File: src/rtl/wb_pkg.sv
// wb_pkg: shared FSM encoding and default geometry for the Wishbone arbiter slice.
package wb_pkg;
   typedef enum logic [1:0] {ST_IDLE, ST_OWN0, ST_OWN1, ST_ABORT} state_t;
   localparam int WB_ADR_W = 26;
   localparam int WB_DAT_W = 32;
   localparam int WB_TMO   = 255;
endpackage

File: src/rtl/wb_watchdog.sv
// wb_watchdog: counts consecutive unacked strobe cycles and flags the TMO-th one.
module wb_watchdog import wb_pkg::*; #(
   parameter int TMO = WB_TMO
) (
   input  logic clk_i,
   input  logic rst_i,
   input  logic run_i,
   input  logic clr_i,
   output logic expire_o
);
   localparam logic [7:0] LIM = 8'(TMO - 1);
   logic [7:0] cnt_q, cnt_d;
   // compare against TMO-1 so the flag lands on the TMO-th cycle itself; an ack that cycle wins
   assign expire_o = run_i & ~clr_i & (cnt_q == LIM);
   assign cnt_d = (~run_i | clr_i | expire_o) ? 8'd0 : cnt_q + 8'd1;
   always_ff @(posedge clk_i) begin
      if (rst_i) cnt_q <= 8'd0;
      else       cnt_q <= cnt_d;
   end
endmodule

File: src/rtl/wb_rr_arbiter.sv
// wb_rr_arbiter: two-master round-robin Wishbone arbiter with burst-hold ownership
// and a bus-timeout abort path.
module wb_rr_arbiter import wb_pkg::*; #(
   parameter int ADR_W = WB_ADR_W,
   parameter int DAT_W = WB_DAT_W,
   parameter int TMO   = WB_TMO
) (
   input  logic             clk_i,
   input  logic             rst_i,
   input  logic             m0_cyc_i,
   input  logic             m0_stb_i,
   input  logic             m0_we_i,
   input  logic [ADR_W-1:0] m0_adr_i,
   input  logic [DAT_W-1:0] m0_dat_i,
   input  logic             m0_tagn_i,
   output logic [DAT_W-1:0] m0_dat_o,
   output logic             m0_ack_o,
   output logic             m0_err_o,
   output logic             m0_tagn_o,
   input  logic             m1_cyc_i,
   input  logic             m1_stb_i,
   input  logic             m1_we_i,
   input  logic [ADR_W-1:0] m1_adr_i,
   input  logic [DAT_W-1:0] m1_dat_i,
   input  logic             m1_tagn_i,
   output logic [DAT_W-1:0] m1_dat_o,
   output logic             m1_ack_o,
   output logic             m1_err_o,
   output logic             m1_tagn_o,
   output logic             s_cyc_o,
   output logic             s_stb_o,
   output logic             s_we_o,
   output logic             s_tagn_o,
   output logic [ADR_W-1:0] s_adr_o,
   output logic [DAT_W-1:0] s_dat_o,
   input  logic [DAT_W-1:0] s_dat_i,
   input  logic             s_ack_i,
   input  logic             s_tagn_i,
   output logic [1:0]       gnt_o
);
   state_t state_q, state_d;
   logic   last_q, last_d;
   logic   own0, own1, abort, owner_cyc, expire;
   assign own0  = state_q == ST_OWN0;
   assign own1  = state_q == ST_OWN1;
   assign abort = state_q == ST_ABORT;
   // last always names the current owner while one exists
   assign owner_cyc = last_q ? m1_cyc_i : m0_cyc_i;
   always_comb begin
      state_d = state_q;
      last_d  = last_q;
      unique case (state_q)
         ST_IDLE: begin
            if (m0_cyc_i | m1_cyc_i) begin
               last_d  = (m0_cyc_i & m1_cyc_i) ? ~last_q : m1_cyc_i;
               state_d = last_d ? ST_OWN1 : ST_OWN0;
            end
         end
         ST_OWN0, ST_OWN1: state_d = !owner_cyc ? ST_IDLE : expire ? ST_ABORT : state_q;
         default:          state_d = owner_cyc ? ST_ABORT : ST_IDLE;
      endcase
   end
   always_ff @(posedge clk_i) begin
      if (rst_i) begin
         state_q <= ST_IDLE;
         last_q  <= 1'b1;
      end else begin
         state_q <= state_d;
         last_q  <= last_d;
      end
   end
   wb_watchdog #(.TMO(TMO)) u_wdog (
      .clk_i   (clk_i),
      .rst_i   (rst_i),
      .run_i   (s_stb_o),
      .clr_i   (s_ack_i),
      .expire_o(expire)
   );
   assign s_cyc_o  = own0 ? m0_cyc_i  : own1 ? m1_cyc_i  : 1'b0;
   assign s_stb_o  = own0 ? m0_stb_i  : own1 ? m1_stb_i  : 1'b0;
   assign s_we_o   = own0 ? m0_we_i   : own1 ? m1_we_i   : 1'b0;
   assign s_tagn_o = own0 ? m0_tagn_i : own1 ? m1_tagn_i : 1'b0;
   assign s_adr_o  = own0 ? m0_adr_i  : own1 ? m1_adr_i  : '0;
   assign s_dat_o  = own0 ? m0_dat_i  : own1 ? m1_dat_i  : '0;
   assign m0_ack_o  = own0 & s_ack_i;
   assign m1_ack_o  = own1 & s_ack_i;
   assign m0_tagn_o = own0 & s_tagn_i;
   assign m1_tagn_o = own1 & s_tagn_i;
   assign m0_dat_o  = own0 ? s_dat_i : '0;
   assign m1_dat_o  = own1 ? s_dat_i : '0;
   // err only when the abort is actually taken; a pending reset suppresses it
   assign m0_err_o = own0 & expire & m0_cyc_i & ~rst_i;
   assign m1_err_o = own1 & expire & m1_cyc_i & ~rst_i;
   assign gnt_o = {own1 | (abort & last_q), own0 | (abort & ~last_q)};
endmodule

File: config.mk
export PLATFORM = sky130hd
export DESIGN_NAME = wb_rr_arbiter
export DESIGN_NICKNAME = d
export VERILOG_FILES = /design/src/rtl/wb_pkg.sv /design/src/rtl/wb_watchdog.sv /design/src/rtl/wb_rr_arbiter.sv
export SDC_FILE = /design/constraint.sdc
export NUM_CORES = 1
export LEC_CHECK = 0
export BUFFER_PORTS_ARGS = -buffer_cell sky130_fd_sc_hd__buf_2
export CAP_MARGIN = 20
export CORE_AREA = 4 4 113 115
export DETAILED_ROUTE_END_ITERATION = 10
export DIE_AREA = 0 0 117 119
export PLACE_DENSITY = 0.53
export SLEW_MARGIN = 5
export SYNTH_ARGS = -nofsm -noshare
export SYNTH_HDL_FRONTEND = slang
export SYNTH_HIERARCHICAL = 1
export SYNTH_SLANG_ARGS = --single-unit
export TNS_END_PERCENT = 5
File: constraint.sdc
create_clock -name clk_i -period 3.4 [get_ports clk_i]
set_input_delay 0.51 -clock clk_i [delete_from_list [all_inputs] [get_ports clk_i]]
set_output_delay 0.51 -clock clk_i [all_outputs]
set_load 0.005 [all_outputs]
-- Word level (Yosys, flattened, before mapping)
Cells that the tools add are included.
- latch bits: 0
- memories kept: 0
- output and inout bits: 134
- input port bits: 160
- flip-flop bits (word level): 11
- logic and storage cells: 61
- ROM bits: 0
- RAM bits: 0
- bitwise logic cells: 24
- multiply operators: 0
- shift operators: 0
- reductions and logical operators: 5
- add/subtract/negate cells: 1
- magnitude comparators: 0
- equality and inequality tests: 6
- multiplexer cells: 22
- divide/modulo/power cells: 0
- operators by type and width (operator ; number):
    $mux W32 ; 4
    $mux W26 ; 2
    $and A1 B1 Y1 ; 15
    $mux W1 ; 10
    $mux W2 ; 5
    $add A8 B1 Y8 const B ; 1
    $eq A8 B8 Y1 const B ; 1
    $or A1 B1 Y1 ; 5
    $eq A2 B2 Y1 const B ; 2
    $not A1 Y1 ; 4
    $pmux W2 S2 ; 1
    $reduce_and A2 Y1 ; 2
    $reduce_or A2 Y1 ; 2
    $ne A3 B3 Y1 const B ; 1
    $eq A2 B1 Y1 const B ; 1
    $logic_not A2 Y1 ; 1
    $ne A2 B2 Y1 const B ; 1

-- Depth between registers and ports, before layout
Gate-level depths: netlist of run 1.
- depth in word-level cells: 8
- mapped depth: 11
- depth with buffers taken out: 9

-- Cells and area by module
Netlist of run 1, hierarchy kept.
- by module, submodules not included (module ; times used ; cells an instance ; area each (sq um)):
    wb_rr_arbiter ; 1 ; 192 ; 1391.3
    wb_watchdog ; 1 ; 42 ; 380.4

-- Least setup slack after synthesis of run 1
No wires, ideal clock.
- path type: reg2out
- from: register state_q[0]
- to: output port m0_err_o
- arrival time: 1838 ps
- cell stages (with the launch flop): 10
- setup slack: 1052 ps
- required time: 2890 ps
- path through: dfxtp_1 -> inv_1 -> ha_1 -> nor2b_1 -> buf_2 -> buf_2 -> a22o_1 -> nor3b_1 -> nor2b_1 -> and3_2
- cells in the longest elaborated chain, start to end: 8
- elaborated cells on any way between the ends: 9
- classes of those cells: 2 x eq/ne; 2 x mux; 5 x bitwise
- ends and longest elaborated chain (element ; line ; text):
    start: declaration ; wb_rr_arbiter.sv:41 ; state_t state_q, state_d;
    start signal: assignment ; wb_rr_arbiter.sv:68 ; state_q <= state_d;
    $eq A2 B2 Y1 ; wb_rr_arbiter.sv:45 ; assign own1 = state_q == ST_OWN1;
    $mux W1 ; wb_rr_arbiter.sv:80 ; assign s_stb_o = own0 ? m0_stb_i : own1 ? m1_stb_i : 1'b0;
    $mux W1 (*) ; wb_rr_arbiter.sv:80 ;
    net s_stb_o ; wb_rr_arbiter.sv:31 ; output logic s_stb_o,
    $and A1 B1 Y1 (*) (2 in a row) ; wb_watchdog.sv:14 ; assign expire_o = run_i & ~clr_i & (cnt_q == LIM);
    net expire ; wb_rr_arbiter.sv:43 ; logic own0, own1, abort, owner_cyc, expire;
    $and A1 B1 Y1 (*) (3 in a row) ; wb_rr_arbiter.sv:92 ; assign m0_err_o = own0 & expire & m0_cyc_i & ~rst_i;
    end: declaration ; wb_rr_arbiter.sv:18 ; output logic m0_err_o,
The timed path passes the listed nets; every way through them passes the cells marked *.

-- Worst setup path in the final report of run 1
- from: register state_q[1]
- to: output port m0_err_o
- cells in the longest elaborated chain, start to end: 8
- elaborated cells on any way between the ends: 9
- classes of those cells: 2 x eq/ne; 2 x mux; 5 x bitwise
- ends and longest elaborated chain (element ; line):
    $eq A2 B2 Y1 ; wb_rr_arbiter.sv:45
    $mux W1 ; wb_rr_arbiter.sv:80
    $mux W1 (*) ; wb_rr_arbiter.sv:80
    $and A1 B1 Y1 (*) (2 in a row) ; wb_watchdog.sv:14
    net expire ; wb_rr_arbiter.sv:43
    $and A1 B1 Y1 (*) (3 in a row) ; wb_rr_arbiter.sv:92
Marks and branches as above.

==> results.cfg, run 1 <==
[outcome]
status = complete, no violations

[yosys]
syn-mean-instance-area_um2 = 7.57
synth_edf_count = 0
synthArstFlopShare = 0
synthCells = 234
yosysWarnings = 6
syn-num-nets = 402
ys_seq_area_frac = 0.124
synth.distinct_cells = 39
ys.flop_type = dfxtp_1
netlist_area_um2 = 1770
ys_seq_elements = 11

[timing]
worst_pin_slew_ns = 0.966
setup_tns_ns = 0
setup_viol = 0
max_slew_margin = 0.356
slew_viol_final = 0
rsz0062_at_grt = no
min_period_over_period = 0.791
max_freq_mhz = 372
layout_min_cycle_time_ns = 2.69
finalHoldViolCount = 0
skew_ns = 0.00283

[clock_tree]
cts_resized = 0
cts_tree = built
cts_hold_buf = 0
numCtsBuffers = 3
clk_pin_slew_worst_paths_ns = 0.04
clock_sinks = 11
cts-htree-levels = 1
post_cts_buffers = 0
ctsLongestPathBuffers = 2
cts_root_buffer = clkbuf_16
clkLatencyLatePin_ns = 0.24

[critical_path]
path_max_fanout = 22
max_stage_delay_ns = 0.48
rrSetupSlack_ns = 1.15
worstSetupEndpointType = output pin
crit_buf_inv = 2
r2r_start = state_q[1]$_SDFFE_PP0P_
critPathTopFamily = simple AND/OR/NAND/NOR gates
crit_type = flop to output pin
path_cells = inv_1, ha_2, a22o_1, nor3b_1, nor2b_1, and3_2, buf_2
timing.rr.end = state_q[0]$_SDFFE_PP0P_
reg2regPathDepth = 8
startpoint_type = flop
cp.arrival_ns = 2.18
crit_required_ns = 2.89
slowest_stage = ha_2

[worst_hold_path]
min_from = u_wdog/cnt_q[0]$_SDFF_PP0_
whs_endpoint = u_wdog/cnt_q[0]$_SDFF_PP0_
hold_depth = 1
worstHoldPathType = flop to flop

[placement]
portBuffers = 293
hpwl_um = 9260
gp_congestion = 0.945

[drt]
ant_nets = 0
drc = 0
wl_per_cell_um = 16.4
drt-total-wl_um = 10800
dr.first_iter.drc_count = 181
via_per_inst = 4.41
vias = 2913
dr.pass1.iters = 4

[layout]
mostFrequentLayoutCells = buf_2, and2_1, a22o_1
final_nets = 681
final_common_cell = buf_2
fill_cells = 1289
layout-drive-gt1-share = 0.604
syn2layout_area_growth_pct = 93.6

[power_and_ir_drop]
p_leak_nw = 2.09
p_per_area_nw_per_um2 = 581
design_power_total_mw = 1.99
ir_drop_uv = 170

[floorplanning]
num_rows = 40
io_pins = 294
die_w_um = 117
coreArea_um2 = 11800
start_util = 0.150
die_h_um = 119
die_area_um2 = 13900

[global_routing]
grt_pass1_vias = 2753
track_usage = 0.135
grt_pass1_wl_um = 15000
grt.overflow.total = 0
grt_max_degree = 61
antenna_found_initial = 2

[flow_run]
cap_violations = 0
report_power, final:
group	internal [mW]	leakage [nW]	switching, mW
clock	0.157	0.0382	0.0553
combinational	0.783	1.96	0.828
sequential	0.145	0.0894	0.0232
worst max-delay path by stage:
stage	startpoint	end	slack (ns)	cells past startpoint
final	state_q[1]$_SDFFE_PP0P_	m0_err_o	0.71	7
after global routing	state_q[1]$_SDFFE_PP0P_	m0_err_o	0.44	7
after CTS	state_q[1]$_SDFFE_PP0P_	m0_err_o	0.66	7
after detailed placement	state_q[1]$_SDFFE_PP0P_	m0_err_o	0.92	7
after global placement	state_q[1]$_SDFFE_PP0P_	m0_err_o	0.98	7
after floorplan	state_q[0]$_SDFFE_PP0P_	m0_err_o	1.05	9
cell families after synthesis:
family                     after synthesis  synth area share
and+or+nand+nor                        102             0.347
AOI/OAI and AO/OA                       81             0.375
buffers and inverters                   28            0.0734
DFF                                     11             0.124
adders and majority gates                8            0.0565
xor gates and xnor gates                 3            0.0148
muxes                                    1           0.00847
layer usage:
layer,wire length (um),vias up,GRT usage
met5,0,-,0
met4,57,0,0.0108
met3,982,4,0.0249
met2,5530,153,0.251
met1,4280,1341,0.165
li1,-,1415,-
registers in the layout (all words and copies together), names as in the netlist:
name,count
u_wdog/cnt_q,8
state_q,2
last_q,1
area by class of cell:
type / count / area, um2 / area share
Clock buffer: 4 / 78.8 / 0.0230
Inverter: 6 / 22.5 / 0.00656
Timing Repair Buffer: 296 / 1490 / 0.434
Multi-Input combinational cell: 195 / 1430 / 0.417
Antenna cell: 2 / 5.00 / 0.00146
Sequential cell: 11 / 220 / 0.0642
Tap cell: 147 / 184 / 0.0536
through the flow:
stage	util	std cells	instance area [um2]	hold WS (ns)	worst slack [ns]
global route	0.290	660	3430	0.531	0.442
detailed placement	0.283	655	3350	0.509	0.918
global placement	0.283	655	3350	0.499	0.979
CTS	0.290	659	3430	0.515	0.657
floorplan	-	234	1770	0.464	1.05
finish	0.290	661	3430	0.510	0.710
cells in the mapped netlist, types with 2 or more instances:
cell / count / area share
nand2_1: 6 / 0.013
nor2b_1: 2 / 0.0071
and3_2: 2 / 0.0085
xor2_1: 2 / 0.0099
ha_1: 8 / 0.056
a22o_1: 60 / 0.30
clkbuf_1: 11 / 0.023
o21ai_0: 2 / 0.0056
nor3_1: 2 / 0.0056
a21o_1: 2 / 0.0085
nor2_1: 8 / 0.017
dfxtp_1: 11 / 0.12
a21oi_1: 9 / 0.025
nand3_1: 4 / 0.011
inv_1: 6 / 0.013
buf_6: 2 / 0.013
and2_1: 68 / 0.24
buf_2: 8 / 0.023
worst register-to-register path: stages, from the launching register on:
cell	delay, ns
dfxtp_1	0.35
inv_1	0.12
ha_2	0.48
a22o_1	0.27
nor3b_1	0.24
nand2b_1	0.21
nand2b_2	0.16
o32ai_1	0.08
a311oi_1	0.25
No activity file was read; power rests on OpenSTA's default activity.
==> run 2: changes to the inputs <==
- ABC_AREA: not set -> 1
- CORE_AREA: 4 4 113 115 -> 4 4 112 114
- DIE_AREA: 0 0 117 119 -> 0 0 116 118
- PLACE_DENSITY: 0.53 -> 0.59
- clock period: 3.4 -> 2.3 ns (I/O delays scaled with it)
==> results.cfg, run 2 <==
[layout]
syn2layout_area_growth_pct = 75.6
post-route-util = 0.335
mostFrequentLayoutCells = buf_2, nand2_1, nand3_1
final_common_cell = buf_2
top_regs = u_wdog/cnt_q x8, state_q x2, last_q x1
largest-register = u_wdog/cnt_q
diodes = 0
fill_cells = 1301
fin_area_um2 = 3830
layout-drive-gt1-share = 0.485
final_nets = 893
largest_register_ff_count = 8

[global_routing]
track_usage = 0.136
grt_pass1_vias = 3036
grt.overflow.total = 0
grt_max_degree = 64
grt_pass1_wl_um = 15500
antenna_found_initial = 1

[floorplanning]
die_h_um = 118
num_rows = 39
io_pins = 294
die_w_um = 116
die_area_um2 = 13700
start_util = 0.191
coreArea_um2 = 11400

[clock_tree]
cts_root_buffer = clkbuf_16
clkLatencyLatePin_ns = 0.24
clk_pin_slew_worst_paths_ns = 0.04
numCtsBuffers = 3
ctsLongestPathBuffers = 2
clock_sinks = 11
cts-htree-levels = 1
cts_resized = 0
cts_hold_buf = 0
post_cts_buffers = 0
cts_tree = built

[critical_path]
max_stage_delay_ns = 0.34
r2r_start = state_q[1]$_SDFFE_PP0P_
worstSetupEndpointType = output pin
slowest_stage = dfxtp_2
critPathLaunch = state_q[1]$_SDFFE_PP0P_
cp.arrival_ns = 1.80
reg2regPathDepth = 14
cp_common_cell = nand2_1
crit_type = flop to output pin
rrSetupSlack_ns = 0.57
path_cells = inv_1, ha_2, nand2_1, nand2_1, nand2_1, nor2_1, buf_4, nand3_1, nor2_1, buf_2
crit_buf_inv = 3
endpoint = m1_err_o
startpoint_type = flop
crit_required_ns = 1.96
timing.rr.end = state_q[0]$_SDFFE_PP0P_
path_max_fanout = 6
cp_num_cells = 10
critPathTopFamily = simple AND/OR/NAND/NOR gates

[timing]
setup_tns_ns = 0
skew_ns = 0.00167
setup_viol = 0
setup_ws_ns = 0.157
min_period_over_period = 0.932
max_slew_margin = 0.724
rsz0062_at_grt = no
layout_min_cycle_time_ns = 2.14
slew_viol_final = 0
max_freq_mhz = 467
worst_pin_slew_ns = 0.414
finalHoldViolCount = 0

[yosys]
synth-xor-area-share = 0.00804
syn-mean-instance-area_um2 = 4.85
synth_compound_area_frac = 0.0258
synth_edf_count = 0
synth_top_area_frac = 0.370
ys.flop_type = dfxtp_1
ys_seq_elements = 11
synth_common_cells = nand2_1, nand3_1, inv_1, inv_2, buf_2
ys_seq_area_frac = 0.101
synth_top_family_by_area = simple AND/OR/NAND/NOR gates
synthCells = 449
synth_mux_area_frac = 0
synthArstFlopShare = 0
syn-num-nets = 617
yosysMostFrequentCell = nand2_1
yosysTopAreaCell = nand2_1
synth_fa_ha_area_frac = 0.0459
yosysWarnings = 6
synth.distinct_cells = 25
netlist_area_um2 = 2180
synthSimpleGateAreaFrac = 0.596
synthTopCellsByArea = nand2_1, nand3_1, dfxtp_1, inv_1, inv_2

[drt]
drc = 0
ant_nets = 0
drt-total-wl_um = 10500
wl_per_cell_um = 12.1
dr.pass1.iters = 5
via_per_inst = 3.98
dr.first_iter.drc_count = 217
vias = 3447

[outcome]
status = complete, no violations

[placement]
portBuffers = 293
hpwl_um = 8650
post_dp_cell_area_um2 = 3750
dp_slack_ns = 0.310
gp_congestion = 0.863

[power_and_ir_drop]
p_leak_nw = 2.84
p_per_area_nw_per_um2 = 862
ir_drop_uv = 579

[flow_run]
cap_violations = 0

[worst_hold_path]
worstHoldPathType = input pin to flop
[run 2: area by class of cell]
type                       count  area [um2]  area share
tap                          143         179      0.0467
multi-input combinational    328        1490       0.389
timing repair buffer         299        1550       0.405
inverter                      82         310      0.0811
sequential                    11         221      0.0579
clock buffer                   4        78.8      0.0206
[run 2: worst reg2reg max path: stages (launching register included)]
cell and delay (ns):
dfxtp_2 0.34, inv_1 0.13, ha_2 0.31, inv_4 0.05
nand3_1 0.06, nand2_1 0.06, nand2_1 0.08, nor2_1 0.05
buf_4 0.15, nor2_8 0.09, nand2_1 0.06, nand2_2 0.08
nand2_1 0.05, nand2_1 0.07, nor2_2 0.03
[run 2: routing by layer]
| metal | wire length (um) | vias up | GRT usage |
|---|---|---|---|
| met4 | 27 | 2 | 0.0109 |
| met3 | 917 | 6 | 0.0144 |
| li1 | - | 1873 | - |
| met1 | 4060 | 1421 | 0.169 |
| met5 | 13 | - | 0 |
| met2 | 5450 | 145 | 0.257 |
[run 2: how the worst min path moves through the flow]
stage	depth (start not counted)	slack, ns	start	endpoint
3_5_place_dp	1	0.47	u_wdog/cnt_q[0]$_SDFF_PP0_	u_wdog/cnt_q[0]$_SDFF_PP0_
2_1_floorplan	1	0.44	u_wdog/cnt_q[0]$_SDFF_PP0_	u_wdog/cnt_q[0]$_SDFF_PP0_
4_1_cts	3	0.46	rst_i	last_q$_SDFFE_PP1P_
5_1_grt	3	0.49	rst_i	last_q$_SDFFE_PP1P_
6_report	3	0.45	rst_i	last_q$_SDFFE_PP1P_
3_3_place_gp	1	0.46	u_wdog/cnt_q[0]$_SDFF_PP0_	u_wdog/cnt_q[0]$_SDFF_PP0_
[run 2: power breakdown]
part           switching [mW]  internal [mW]
combinational            1.61           1.13
sequential             0.0313          0.220
clock                  0.0837          0.233
[run 2: cell families (layout without fill, tap and decap cells)]
logic type	Yosys count	after routing
AO/OA/AOI/OAI	9	9
XOR/XNOR	2	2
adder cells (fa/ha/maj)	8	8
buffers and inverters	110	385
flip-flops	11	11
AND/OR/NAND/NOR	309	309
[run 2: through the flow]
stage	total power [mW]	hold slack, ns	cells
detailed placement	3.03	0.469	863
finish	3.30	0.454	867
floorplan	1.88	0.441	449
global placement	3.04	0.463	863
CTS	3.35	0.462	867
global route	3.67	0.495	867
==> run 3: changes to the inputs <==
- CORE_AREA: 4 4 112 114 -> 4 4 113 115
- DIE_AREA: 0 0 116 118 -> 0 0 117 119
- PLACE_DENSITY: 0.59 -> 0.57
- clock period: 2.3 -> 2 ns (I/O delays scaled with it)
==> results.cfg, run 3 (synthesized netlist as in run 2, its figures left out) <==
[outcome]
status = complete, no violations

[worst_hold_path]
worstHoldPathType = input pin to flop

[power_and_ir_drop]
p_sw_mw = 2.04
p_per_area_nw_per_um2 = 1010
p_int_mw = 1.90
comb_power_share = 0.837
design_power_total_mw = 3.94
ir_drop_uv = 547
swShare = 0.517
pwr-share-seq = 0.072
p_clk_frac = 0.090
p_leak_nw = 2.86

[timing]
layout_min_cycle_time_ns = 1.84
finalHoldViolCount = 0
max_slew_margin = 0.791
skew_ns = 0.00291
setup_viol = 0
holdWs_ns = 0.374
slew_viol_final = 0
rsz0062_at_grt = no
setup_tns_ns = 0
max_freq_mhz = 544
setup_ws_ns = 0.163
worst_pin_slew_ns = 0.313
min_period_over_period = 0.919

[critical_path]
startpoint_type = flop
rrSetupSlack_ns = 0.43
endpoint = s_dat_o[7]
worstSetupEndpointType = output pin
path_max_fanout = 63
r2r_start = state_q[1]$_SDFFE_PP0P_
cp.arrival_ns = 1.54
timing.rr.end = state_q[1]$_SDFFE_PP0P_
reg2regPathDepth = 13
crit_type = flop to output pin
crit_required_ns = 1.70
critPathLaunch = state_q[1]$_SDFFE_PP0P_

[clock_tree]
cts_tree = built
cts-htree-levels = 1
clkLatencyLatePin_ns = 0.23
clock_sinks = 11
cts_root_buffer = clkbuf_16
ctsLongestPathBuffers = 2
clk_pin_slew_worst_paths_ns = 0.04
numCtsBuffers = 3

[flow_run]
cap_violations = 0

[global_routing]
antenna_found_initial = 0
grt_max_degree = 66
grt.overflow.total = 0
track_usage = 0.135
grt_pass1_vias = 3116
grt_pass1_wl_um = 15500

[placement]
hpwl_um = 8920
portBuffers = 293
gp_congestion = 0.816
dp_slack_ns = 0.297
post_dp_cell_area_um2 = 3790
placedCellCount = 870

[floorplanning]
die_w_um = 117
num_rows = 40
io_pins = 294
start_util = 0.185
die_h_um = 119
coreArea_um2 = 11800
die_area_um2 = 13900

[layout]
top_regs = u_wdog/cnt_q x8, state_q x2, last_q x1
layout-drive-gt1-share = 0.495
syn2layout_area_growth_pct = 78.8
final_common_cell = buf_2
mostFrequentLayoutCells = buf_2, nand2_1, nand3_1
fill_cells = 1365
largest-register = u_wdog/cnt_q
stdcell_count = 875
post-route-util = 0.330
final_nets = 897
fin_area_um2 = 3900
diodes = 0
largest_register_ff_count = 8

[drt]
vias = 3563
via_per_inst = 4.07
drt-total-wl_um = 10900
drc = 0
dr.first_iter.drc_count = 234
wl_per_cell_um = 12.4
ant_nets = 0
dr.pass1.iters = 4
[run 3: cell types whose count changed in the layout (fill, tap and decap cells not counted)]
cell     delta
ha_2        -1
nor2_1      -1
buf_12      +1
inv_2       +2
nand2_2     +2
ha_4        +1
nand2_1     -2
buf_4       +3
inv_1       -2
nor2_4      +1
[run 3: cell type report]
type,instances,area (um2),area share
Timing Repair Buffer,303,1590,0.408
Multi-Input combinational cell,328,1510,0.388
Inverter,82,310,0.0796
Sequential cell,11,221,0.0568
Tap cell,147,184,0.0472
Clock buffer,4,78.8,0.0202
[run 3: worst min-delay path by stage]
stage	from	endpoint	slack, ns	cells after the start
3_3_place_gp	u_wdog/cnt_q[0]$_SDFF_PP0_	u_wdog/cnt_q[0]$_SDFF_PP0_	0.46	1
2_1_floorplan	u_wdog/cnt_q[0]$_SDFF_PP0_	u_wdog/cnt_q[0]$_SDFF_PP0_	0.44	1
4_1_cts	rst_i	last_q$_SDFFE_PP1P_	0.38	3
3_5_place_dp	u_wdog/cnt_q[0]$_SDFF_PP0_	u_wdog/cnt_q[0]$_SDFF_PP0_	0.47	1
6_report	rst_i	last_q$_SDFFE_PP1P_	0.37	3
5_1_grt	rst_i	last_q$_SDFFE_PP1P_	0.41	3
[run 3: critical path, cell delays in order (launching register included)]
cell	delay [ns]
dfxtp_1	0.33
inv_2	0.07
ha_4	0.19
inv_4	0.06
buf_12	0.22
nand3_1	0.12
nand2_1	0.12
buf_2	0.12
[run 3: repair_timing]
item	4_1_cts	5_1_grt
hold buffers	0	0
setup endpoints to repair	0	7
resized for setup	0	7
setup buffers	0	1
[run 3: routing by layer]
layer  vias up  track usage  routed length [um]
li1       1881            -                   -
met1      1530        0.164                4400
met2       132        0.254                5550
met3        20       0.0132                 762
met4         0       0.0258                 173
met5         -            0                   0
[run 3: power by group through the flow]
stage               registers (mW)  logic (mW)  clock network [mW]
floorplan                    0.279        1.89                   0
global placement             0.278        3.32                   0
detailed placement           0.279        3.30                   0
CTS                          0.276        3.31               0.363
global route                 0.290        3.70               0.384
finish                       0.285        3.30               0.356
